===== src/rtl/seq_divider.sv =====
// Iterative unsigned restoring divider: one quotient bit per clock,
// start/busy/done handshake, quotient or remainder returned on C.
module seq_divider #(
  parameter int unsigned WIDTH = 32
) (
  input  logic             clk,
  input  logic             reset,
  input  logic             start,
  input  logic [WIDTH-1:0] A,
  input  logic [WIDTH-1:0] B,
  input  logic             s,
  output logic             busy,
  output logic             done,
  output logic             dz,
  output logic [WIDTH-1:0] C
);

  localparam int unsigned CNT_W = $clog2(WIDTH + 1);

  typedef enum logic [1:0] {
    IDLE = 2'd0,
    RUN  = 2'd1,
    DONE = 2'd2
  } state_e;

  state_e             state_q, state_d;
  logic [WIDTH-1:0]   q_q, q_d;
  logic [WIDTH-1:0]   r_q, r_d;
  logic [WIDTH-1:0]   b_q, b_d;
  logic [WIDTH-1:0]   c_q, c_d;
  logic [CNT_W-1:0]   cnt_q, cnt_d;
  logic               sel_q, sel_d;
  logic               dz_q, dz_d;
  logic               busy_q, busy_d;
  logic               done_q, done_d;

  logic               accept;
  logic               last_iter;
  logic [WIDTH:0]     r_shift;
  logic [WIDTH:0]     trial;

  // The remainder is always below the divisor, so it is held in WIDTH bits;
  // only the shifted value and the trial subtraction need the extra bit.
  assign accept    = start && (state_q != RUN);
  assign last_iter = (cnt_q == CNT_W'(WIDTH - 1));
  assign r_shift   = {r_q, q_q[WIDTH-1]};
  assign trial     = r_shift - {1'b0, b_q};

  // State register
  always_ff @(posedge clk or negedge reset) begin
    if (!reset) state_q <= IDLE;
    else        state_q <= state_d;
  end

  // Next-state logic; a zero divisor skips straight to DONE
  always_comb begin
    state_d = state_q;
    case (state_q)
      IDLE: if (start) state_d = (B == '0) ? DONE : RUN;
      RUN:  if (last_iter) state_d = DONE;
      DONE: begin
        if (start) state_d = (B == '0) ? DONE : RUN;
        else       state_d = IDLE;
      end
      default: state_d = IDLE;
    endcase
  end

  // Handshake outputs decoded from the next state, then registered
  always_comb begin
    busy_d = (state_d == RUN);
    done_d = (state_d == DONE);
  end

  // Datapath next-state: operand capture, restoring step, result write
  always_comb begin
    q_d   = q_q;
    r_d   = r_q;
    b_d   = b_q;
    c_d   = c_q;
    cnt_d = cnt_q;
    sel_d = sel_q;
    dz_d  = dz_q;
    if (accept) begin
      q_d   = A;
      b_d   = B;
      sel_d = s;
      r_d   = '0;
      cnt_d = '0;
      if (B == '0) begin
        c_d  = s ? '1 : A;
        dz_d = 1'b1;
      end
    end else if (state_q == RUN) begin
      cnt_d = cnt_q + CNT_W'(1);
      if (!trial[WIDTH]) begin
        r_d = trial[WIDTH-1:0];
        q_d = {q_q[WIDTH-2:0], 1'b1};
      end else begin
        r_d = r_shift[WIDTH-1:0];
        q_d = {q_q[WIDTH-2:0], 1'b0};
      end
      if (last_iter) begin
        c_d  = sel_q ? q_d : r_d;
        dz_d = 1'b0;
      end
    end
  end

  // Datapath and output registers
  always_ff @(posedge clk or negedge reset) begin
    if (!reset) begin
      q_q    <= '0;
      r_q    <= '0;
      b_q    <= '0;
      c_q    <= '0;
      cnt_q  <= '0;
      sel_q  <= 1'b0;
      dz_q   <= 1'b0;
      busy_q <= 1'b0;
      done_q <= 1'b0;
    end else begin
      q_q    <= q_d;
      r_q    <= r_d;
      b_q    <= b_d;
      c_q    <= c_d;
      cnt_q  <= cnt_d;
      sel_q  <= sel_d;
      dz_q   <= dz_d;
      busy_q <= busy_d;
      done_q <= done_d;
    end
  end

  assign busy = busy_q;
  assign done = done_q;
  assign dz   = dz_q;
  assign C    = c_q;

endmodule

===== config.mk =====
export PLATFORM = sky130hd
export DESIGN_NAME = seq_divider
export DESIGN_NICKNAME = d
export VERILOG_FILES = /design/src/rtl/seq_divider.sv
export SDC_FILE = /design/constraint.sdc
export NUM_CORES = 1
export LEC_CHECK = 0
export ABC_AREA = 1
export BUFFER_PORTS_ARGS = -buffer_cell sky130_fd_sc_hd__buf_2
export CAP_MARGIN = 10
export CORE_AREA = 2 2 133 135
export CTS_BUF_LIST = sky130_fd_sc_hd__clkbuf_4 sky130_fd_sc_hd__clkbuf_8 sky130_fd_sc_hd__clkbuf_16
export DETAILED_ROUTE_END_ITERATION = 12
export DIE_AREA = 0 0 135 137
export GPL_TIMING_DRIVEN = 0
export PLACE_DENSITY_LB_ADDON = 0.25
export SLEW_MARGIN = 30
export SYNTH_ARGS = -nofsm -noshare
export SYNTH_HDL_FRONTEND = slang
export SYNTH_SLANG_ARGS = --single-unit
export TNS_END_PERCENT = 20

===== constraint.sdc =====
create_clock -name clk -period 2.3 [get_ports clk]
set_input_delay 0.23 -clock clk [delete_from_list [all_inputs] [get_ports clk]]
set_output_delay 0.23 -clock clk [all_outputs]
set_load 0.05 [all_outputs]

==> results of run 1 <==
==> state kept, by name, summed over array words and instances, names as in the netlist <==
| name | cells |
|---|---|
| C | 32 |
| b_q | 32 |
| busy | 1 |
| cnt_q | 6 |
| done | 1 |
| dz | 1 |
| q_q | 32 |
| r_q | 32 |
| sel_q | 1 |
| state_q | 2 |
==> layout by cell type (no fill, tap or decap), drive strengths merged, types with 13 or more instances in the layout <==
cell type  synthesis  routed
nand2            407     407
inv              231     236
dfrtp            140     140
buf               21     140
nor2             130     130
o21ai             99      99
nand3             87      87
a21oi             85      85
clkbuf            24      42
ha                33      33
o22ai             31      31
nand4             14      14
xnor2             13      13
==> cell families (layout without fill, tap and decap cells) <==
group | Yosys count | after routing | synth area share, %
flip-flops | 140 | 140 | 38.6
buffers and inverters | 277 | 430 | 12.2
AND/OR/NAND/NOR | 655 | 655 | 30.0
XOR/XNOR | 15 | 15 | 1.45
AO/OA/AOI/OAI | 222 | 222 | 13.0
adder cells (fa/ha/maj) | 34 | 34 | 4.77
==> per-layer routing <==
metal	part of all wire [%]	vias to the layer above
li1	-	4527
met1	42	4249
met2	48	349
met3	6.8	60
met4	2.7	0
met5	0	-
==> cell type report <==
| class | instances | area (um^2) | area share (%) |
|---|---|---|---|
| Buffer | 45 | 265 | 2.33 |
| Clock buffer | 17 | 425 | 3.73 |
| Clock inverter | 15 | 139 | 1.22 |
| Inverter | 232 | 871 | 7.64 |
| Multi-Input combinational cell | 926 | 5150 | 45.2 |
| Sequential cell | 140 | 3510 | 30.8 |
| Tap cell | 225 | 282 | 2.47 |
| Timing Repair Buffer | 121 | 753 | 6.61 |
==> worst min-delay path, delay by kind of cell <==
| family | cells | cell delay [ns] |
|---|---|---|
| AO/OA/AOI/OAI | 1 | 0.05 |
| buffers and inverters | 1 | 0.08 |
| AND/OR/NAND/NOR | 1 | 0.04 |
==> path summary, 6_finish.rpt <==
kind                       endpoint  slack [ns]
setup / recovery             r_q[8]       -0.09
min in group asynchronous   b_q[11]        0.35
max in group asynchronous   r_q[23]        1.20
setup reg to reg             r_q[8]       -0.09
hold reg to reg                  dz        0.50
hold / removal              b_q[29]        0.01
==> per-stage QoR <==
stage               std cells  worst slack (ns)  hold slack [ns]
floorplan                1343            0.0885          -0.0656
global placement         1670             -1.09            0.452
detailed placement       1671            -0.354            0.231
CTS                      1715           -0.0720          0.00924
global route             1721            -0.145           0.0193
finish                   1721           -0.0929           0.0103
==> timing repair <==
action / CTS / global route
setup endpoints to repair: 125 / 66
buffers inserted: 10 / 4
resized for setup: 72 / 108
endpoints found under the hold margin: 69 / 0
pin swaps: 11 / 13
hold buffers: 1 / 0
cloned: 1 / 2
==> impl_metrics.py, run 1 <==
metrics = {
    "outcome": {
        "status": "complete, but fails checks",
        "violations_in_the_final_reports": "negative setup slack",
    },
    "placement": {
        "dpl-instance-area_um2": 9900,
        "gp_routability_congestion": 0.961,
        "portBuffers": 102,
        "detailed_place_hpwl_um": 20300,
    },
    "detailed_routing": {
        "routed_wirelength_um": 27600,
        "drt-pass1-iter-count": 6,
        "ant_nets_after_route": 0,
        "drt_iter0_markers": 896,
        "total_drc_errors_in_the_routed_layout": 0,
        "viasPerCell": 5.34,
        "vias": 9185,
        "wl_per_cell_um": 16.0,
    },
    "setup_path": {
        "crit-reg2reg-launch": "b_q[0]",
        "path_max_fanout": 8,
        "critical_path.endpoint_type": "flip-flop",
        "setup.worst_path.class": "flip-flop to flip-flop",
        "critical_path.startpoint": "b_q[0]",
        "timing.critical_path.depth": 17,
        "slowest_library_cell_on_the_worst_path": "dfrtp_1",
        "critPathRequiredTime_ns": 2.60,
        "crit_path_max_incr_delay_ns": 0.41,
        "startpoint_type": "flip-flop",
        "worstPathBufferInverterCount": 2,
        "reg2regPathDepth": 17,
        "path_cells": "ha_4 > fa_2 > inv_2 > nand2_2 > nand2_2 > nand3_2 > nand2_2 > nand2_2 > nand2_4 > nand2_4 > nand2_4 > nand2_4 > nand2_8 > clkbuf_16 > nand2_1 > nand3_2 > o21ai_1",
        "arrival_ns": 2.70,
        "critPathTopFamily": "simple AND/OR/NAND/NOR gates",
    },
    "synth": {
        "synth_fp_nets": 1445,
        "synth_commonest_cells": "nand2_1, inv_1, dfrtp_1, nor2_1, o21ai_0",
        "synthesis.area_per_instance_um2": 6.76,
        "yosys.area.top_type": "dfrtp_1",
        "yosysMostFrequentCell": "nand2_1",
        "synth-seq-area-share_pct": 38.6,
        "post_synth_instance_area_um2": 9070,
        "synthCells": 1343,
        "synth.top_cells.by_area": "dfrtp_1, nand2_1, inv_1",
        "postSynth.topFlopCell": "dfrtp_1",
        "synth_enable_flop_cells": 0,
        "yosys.area.top_type_share_pct": 38.6,
        "synth-async-reset-ratio_pct": 100,
        "synth-warning-count": 0,
        "synth_cell_type_count": 33,
        "ffs_latches_synth": 140,
    },
    "timing": {
        "fin_tns_setup_ns": -0.574,
        "unrepaired_setup_endpoints_after_global_routing": "yes",
        "final.setup_skew_ns": 0.00847,
        "max_slew.worst_pin.slew_ns": 0.694,
        "timing.slew.headroom_pct": 53.7,
        "layout_min_cycle_time_ns": 2.39,
        "max_slew_vio_count": 0,
        "finalHoldViolCount": 0,
        "finalWorstSetupSlack_ns": -0.0929,
        "report.final.setup_viol": 19,
        "max_clock_freq_mhz": 418,
        "min_period_over_period_pct": 104,
    },
    "worst_hold_path": {
        "timing.hold.worst.class": "input port to flip-flop",
        "hold_start": "B[29]",
        "holdPathStages": 3,
    },
    "global_route": {
        "globalRouteMet2Util_pct": 49.7,
        "wire_length_of_the_first_global_routing_pass_um": 42300,
        "global_route.overflow_total": 0,
        "grt.met3_usage_pct": 5.85,
        "grt_pass1_vias": 8581,
        "initial_antenna_violation_count": 0,
        "met1_routing_resource_usage_after_global_routing_pct": 38.3,
        "grt_start_max_net_pins": 72,
        "grt_busiest_layer": "met2",
        "grtUsageTotal_pct": 29.5,
    },
    "floorplanning": {
        "die_height_um": 137,
        "floorplan.die_area_um2": 18500,
        "die_width_um": 135,
        "initial_core_util_pct": 53.2,
        "core_um2": 17100,
        "rows": 48,
        "floorplan.io_pins": 103,
    },
    "job": {
        "max_cap_violations": 0,
    },
    "clock_network": {
        "cts_buffers": 17,
        "ctsLongestPathBuffers": 2,
        "clkSlewWorstSetupHoldPaths_ns": 0.07,
        "clock-root-buffer": "clkbuf_16",
        "cts.htree.levels": 4,
        "tritoncts_num_sinks": 140,
        "clock_insertion_delay_worst_skew_ns": 0.44,
        "cts_tree": "done",
    },
    "final_layout": {
        "post_route_cells_drive_above_1_share_pct": 21.4,
        "final_core_util_pct": 66.8,
        "fill_cells": 1488,
        "layout.cell_area.non_filler_um2": 11400,
        "num-nets-final": 1585,
        "antenna_cells": 0,
        "area_growth_pct": 25.6,
    },
}
Power of run 1 is not shown: default switching activity piles up to over one toggle a cycle in this logic, so the estimate is an artifact.
==> run 2: changes to the inputs <==
--- a/config.mk
+++ b/config.mk
@@ -8,10 +8,10 @@
 export ABC_AREA = 1
 export BUFFER_PORTS_ARGS = -buffer_cell sky130_fd_sc_hd__buf_2
 export CAP_MARGIN = 10
-export CORE_AREA = 2 2 133 135
+export CORE_AREA = 2 2 165 167
 export CTS_BUF_LIST = sky130_fd_sc_hd__clkbuf_4 sky130_fd_sc_hd__clkbuf_8 sky130_fd_sc_hd__clkbuf_16
 export DETAILED_ROUTE_END_ITERATION = 12
-export DIE_AREA = 0 0 135 137
+export DIE_AREA = 0 0 167 169
 export GPL_TIMING_DRIVEN = 0
 export PLACE_DENSITY_LB_ADDON = 0.25
 export SLEW_MARGIN = 30
==> impl_metrics.py, run 2 (synthesis gave the netlist of run 1 again) <==
metrics = {
    "outcome": {
        "status": "complete, but fails checks",
        "violations_in_the_final_reports": "negative setup slack",
    },
    "final_layout": {
        "finalNonFillerCells": 1842,
        "post_route_cells_drive_above_1_share_pct": 23.5,
        "fill_cells": 2751,
        "multi_input_comb_area_um2": 5250,
        "antenna_cells": 0,
        "layout_common_cells": "nand2_1, inv_1, dfrtp_1, nor2_1, buf_2",
        "layout.cell_area.non_filler_um2": 11700,
        "area_growth_pct": 28.9,
        "num-nets-final": 1590,
        "commonest_non_fill_non_tap_cell_in_the_layout": "nand2_1",
        "area.sequential_um2": 3510,
    },
    "clock_network": {
        "cts_tree": "done",
        "ctsLongestPathBuffers": 2,
        "clkSlewWorstSetupHoldPaths_ns": 0.07,
        "cts.htree.levels": 4,
        "cts_buffers": 17,
        "clock_insertion_delay_worst_skew_ns": 0.44,
        "tritoncts_num_sinks": 140,
        "clock-root-buffer": "clkbuf_16",
    },
    "setup_path": {
        "crit_path_max_incr_delay_ns": 0.41,
        "worstPathBufferInverterCount": 3,
        "startpoint_type": "flip-flop",
        "path_max_fanout": 5,
        "critical_path.startpoint": "b_q[0]",
        "setup.worst_path.class": "flip-flop to flip-flop",
        "critical_path.endpoint_type": "flip-flop",
        "crit-reg2reg-launch": "b_q[0]",
        "slowest_library_cell_on_the_worst_path": "dfrtp_1",
        "path_cells": "ha_4 > fa_2 > inv_2 > nand2_2 > nand2_2 > nand3_2 > nand2_2 > nand2_2 > nand2_4 > nand2_4 > nand2_4 > nand2_4 > nand2_4 > buf_6 > buf_8 > nand2_2 > nand3_2 > o21ai_1",
        "critPathRequiredTime_ns": 2.59,
        "critPathTopFamily": "simple AND/OR/NAND/NOR gates",
        "arrival_ns": 2.70,
    },
    "job": {
        "max_cap_violations": 0,
    },
    "timing": {
        "fin_worst_hold_slack_ns": 0.0180,
        "finalHoldViolCount": 0,
        "max_clock_freq_mhz": 415,
        "layout_min_cycle_time_ns": 2.41,
        "final.setup_skew_ns": 0.0183,
        "finalWorstSetupSlack_ns": -0.111,
        "min_period_over_period_pct": 105,
        "timing.slew.headroom_pct": 50.6,
        "report.final.setup_viol": 50,
        "unrepaired_setup_endpoints_after_global_routing": "yes",
        "max_slew.worst_pin.slew_ns": 0.741,
        "max_slew_vio_count": 0,
    },
    "placement": {
        "gp_routability_congestion": 0.904,
        "portBuffers": 102,
        "detailed_place_hpwl_um": 22500,
        "dp.cells": 1787,
        "dpl-instance-area_um2": 10000,
    },
    "floorplanning": {
        "initial_core_util_pct": 34.2,
        "rows": 60,
        "die_height_um": 169,
        "core_um2": 26500,
        "floorplan.die_area_um2": 28200,
        "floorplan.io_pins": 103,
        "die_width_um": 167,
    },
    "detailed_routing": {
        "routed_wirelength_um": 30200,
        "wl_met2_um": 13900,
        "detail_route.wirelength.met1_um": 14000,
        "vias": 9096,
        "highest-signal-layer": "met4",
        "viasPerCell": 4.94,
        "wl_met3_um": 1380,
        "drt-pass1-iter-count": 6,
        "wl_per_cell_um": 16.4,
        "drt_iter0_markers": 674,
        "ant_nets_after_route": 0,
        "total_drc_errors_in_the_routed_layout": 0,
    },
    "worst_hold_path": {
        "hold_start": "B[4]",
        "timing.hold.worst.class": "input port to flip-flop",
    },
    "global_route": {
        "initial_antenna_violation_count": 0,
        "wire_length_of_the_first_global_routing_pass_um": 48000,
        "grtUsageTotal_pct": 21.5,
        "global_route.overflow_total": 0,
        "grt_start_max_net_pins": 76,
        "grt_pass1_vias": 8884,
    },
}
==> run 2: changes by cell type in the layout (fill, tap and decap cells not counted), moves of 3 or more <==
| cell | previous run | this run |
|---|---|---|
| buf_1 | 9 | 6 |
| nand2_2 | 53 | 61 |
| dfrtp_2 | 2 | 6 |
| nand3_1 | 57 | 48 |
| nand2_1 | 343 | 332 |
| dfrtp_1 | 138 | 134 |
| nand3_2 | 29 | 39 |
| inv_6 | 4 | 7 |
| clkinv_4 | 4 | 1 |
| buf_6 | 2 | 6 |
| nand2_4 | 9 | 14 |
| o21ai_1 | 25 | 22 |
| clkinv_2 | 4 | 0 |
| clkinvlp_4 | 1 | 4 |
==> run 2: per-layer routing <==
layer	vias up	track usage, %
met3	46	2.95
met5	-	0
li1	4524	-
met1	4270	29.6
met4	0	7.20
met2	256	34.8
==> run 2: area by class of cell <==
cell class	count	share of cell area, %
Multi-Input combinational cell	927	44.9
Sequential cell	140	30.0
Inverter	232	7.45
Timing Repair Buffer	126	7.00
Clock buffer	18	3.70
Tap cell	341	3.65
Buffer	44	2.16
Clock inverter	14	1.09
==> run 2: worst paths after layout <==
kind / end / slack (ns) / cells past startpoint
max in group asynchronous: r_q[21] / 1.12 / 3
min reg2reg: dz / 0.49 / 2
max reg2reg: r_q[0] / -0.11 / 18
min: b_q[4] / 0.02 / 3
min in group asynchronous: b_q[8] / 0.37 / 2
max: r_q[0] / -0.11 / 18
==> run 2: repair_timing <==
item	in CTS	in global routing
pin swaps	26	18
setup buffers	13	5
resized for setup	117	102
hold endpoints to repair	74	0
hold buffers	1	0
setup endpoints to repair	81	97
gates cloned	2	4
==> run 2: worst min-delay path: stages <==
cell and delay (ns):
buf_2 0.09, nand2_1 0.04, o21ai_0 0.06
==> run 2: through the flow <==
step	utilization, %	TNS (ns)	setup slack [ns]
finish	44.1	-2.29	-0.111
global route	44.1	-9.05	-0.195
CTS	42.3	-4.54	-0.111
detailed placement	37.9	-18.62	-0.374
global placement	37.8	-205.10	-1.21
floorplan	-	0	0.0885
Power of run 2 is left out for the same reason.
==> run 3: changes to the inputs <==
--- a/config.mk
+++ b/config.mk
@@ -10,10 +10,12 @@
 export CAP_MARGIN = 10
 export CORE_AREA = 2 2 165 167
 export CTS_BUF_LIST = sky130_fd_sc_hd__clkbuf_4 sky130_fd_sc_hd__clkbuf_8 sky130_fd_sc_hd__clkbuf_16
+export CTS_CLUSTER_SIZE = 30
 export DETAILED_ROUTE_END_ITERATION = 12
 export DIE_AREA = 0 0 167 169
 export GPL_TIMING_DRIVEN = 0
 export PLACE_DENSITY_LB_ADDON = 0.25
+export REMOVE_ABC_BUFFERS = 1
 export SLEW_MARGIN = 30
 export SYNTH_ARGS = -nofsm -noshare
 export SYNTH_HDL_FRONTEND = slang
==> impl_metrics.py, run 3 (synthesis gave the netlist of run 1 again) <==
metrics = {
    "floorplanning": {
        "rows": 60,
        "die_height_um": 169,
        "floorplan.io_pins": 103,
        "initial_core_util_pct": 34.2,
        "die_width_um": 167,
        "core_um2": 26500,
        "floorplan.die_area_um2": 28200,
    },
    "timing": {
        "max_slew_vio_count": 0,
        "unrepaired_setup_endpoints_after_global_routing": "yes",
        "timing.slew.headroom_pct": 45.3,
        "min_period_over_period_pct": 104,
        "finalHoldViolCount": 0,
        "final.setup_skew_ns": 0.0166,
        "finalWorstSetupSlack_ns": -0.0907,
        "fin_worst_hold_slack_ns": 0.0194,
        "report.final.setup_viol": 46,
        "layout_min_cycle_time_ns": 2.39,
        "max_slew.worst_pin.slew_ns": 0.820,
        "max_clock_freq_mhz": 418,
    },
    "placement": {
        "gp_routability_congestion": 0.921,
        "portBuffers": 102,
        "detailedPlace.worstSlack_ns": -1.42,
        "detailed_place_hpwl_um": 20500,
    },
    "final_layout": {
        "num-nets-final": 1573,
        "area.sequential_um2": 3500,
        "multi_input_comb_area_um2": 5730,
        "layout_common_cells": "nand2_1, inv_1, dfrtp_1, nor2_1, buf_2",
        "commonest_non_fill_non_tap_cell_in_the_layout": "nand2_1",
        "area_growth_pct": 34.9,
        "antenna_cells": 0,
        "fill_cells": 2714,
        "post_route_cells_drive_above_1_share_pct": 26.1,
    },
    "setup_path": {
        "rr_endpoint": "r_q[2]",
        "critical_path.endpoint_type": "flip-flop",
        "arrival_ns": 2.71,
        "critPathRequiredTime_ns": 2.62,
        "setup.worst_path.class": "flip-flop to flip-flop",
        "reg2regPathDepth": 17,
        "path_max_fanout": 8,
        "setup.reg_to_reg.worst_slack_ns": -0.09,
        "startpoint_type": "flip-flop",
        "crit-reg2reg-launch": "b_q[0]",
    },
    "detailed_routing": {
        "viasPerCell": 4.99,
        "total_drc_errors_in_the_routed_layout": 0,
        "drt_iter0_markers": 575,
        "routed_wirelength_um": 30600,
        "drt-pass1-iter-count": 5,
        "wl_per_cell_um": 16.7,
        "ant_nets_after_route": 0,
        "vias": 9107,
    },
    "clock_network": {
        "cts_tree": "done",
        "ctsLongestPathBuffers": 2,
        "clkSlewWorstSetupHoldPaths_ns": 0.07,
        "tritoncts_num_sinks": 140,
        "clock-root-buffer": "clkbuf_16",
        "cts_buffers": 17,
        "cts.htree.levels": 4,
        "clock_insertion_delay_worst_skew_ns": 0.44,
    },
    "global_route": {
        "wire_length_of_the_first_global_routing_pass_um": 47700,
        "grt_pass1_vias": 8838,
        "grtUsageTotal_pct": 21.3,
        "global_route.overflow_total": 0,
        "grt_start_max_net_pins": 75,
        "initial_antenna_violation_count": 1,
    },
    "outcome": {
        "violations_in_the_final_reports": "negative setup slack",
        "status": "complete, but fails checks",
    },
    "worst_hold_path": {
        "hold_start": "B[5]",
        "holdPathEnd": "b_q[5]",
        "timing.hold.worst.class": "input port to flip-flop",
        "holdPathStages": 3,
    },
    "job": {
        "max_cap_violations": 0,
    },
}
==> run 3: repair_timing <==
item | in CTS | in global routing
hold buffers | 1 | 0
cloned | 6 | 3
gates resized for setup | 146 | 120
setup endpoints to repair | 71 | 67
hold endpoints to repair | 73 | 0
buffers inserted | 25 | 10
pin swaps | 37 | 49
==> run 3: cell type report <==
type | count | share of cell area [%]
multi-input combinational | 933 | 46.8
sequential | 140 | 28.6
timing repair buffer | 146 | 9.03
inverter | 232 | 7.20
clock buffer | 18 | 3.59
tap | 341 | 3.49
clock inverter | 14 | 1.18
timing repair inverter | 1 | 0.0613
==> run 3: layer usage <==
metal  global-route usage (%)  wire [um]  vias to the layer above
met2                     34.8      14200                      214
met5                        0          0                        -
met1                     29.8      14300                     4355
li1                         -          -                     4496
met3                     3.02       1370                       42
met4                     5.17        657                        0
==> run 3: worst max path at each step <==
stage	startpoint	endpoint	slack, ns	depth (start not counted)
after floorplan	state_q[0]	C[10]	-2.26	10
after global placement	state_q[0]	C[16]	-6.16	6
after detailed placement	state_q[0]	C[11]	-1.42	12
after CTS	b_q[0]	C[21]	-0.08	16
after global routing	b_q[0]	r_q[0]	-0.20	17
final	b_q[0]	r_q[2]	-0.09	17
==> run 3: per-stage QoR <==
| stage | util (%) | cells | TNS (ns) | area [um^2] |
|---|---|---|---|---|
| 2_1_floorplan | - | 1298 | -146.70 | 8840 |
| 3_3_place_gp | 36.9 | 1741 | -690.87 | 9770 |
| 3_5_place_dp | 37.7 | 1748 | -58.88 | 10000 |
| 4_1_cts | 43.4 | 1812 | -2.74 | 11500 |
| 5_1_grt | 46.2 | 1825 | -8.57 | 12200 |
| 6_report | 46.2 | 1825 | -1.86 | 12200 |
==> run 3: worst max-delay path: stages, from the launching register on <==
cell and delay (ns):
dfrtp_1 0.41, ha_4 0.18, fa_2 0.35, inv_2 0.07, nand2_2 0.05, nand2_2 0.08, nand3_2 0.07, nand2_2 0.09
nand2_2 0.06, nand2_4 0.10, nand2_8 0.08, nand2_8 0.09, nand2_8 0.11, nand2_8 0.13, buf_12 0.18, nand2_4 0.07
nand3_1 0.07, o21ai_0 0.08
Power of run 3 is left out for the same reason.
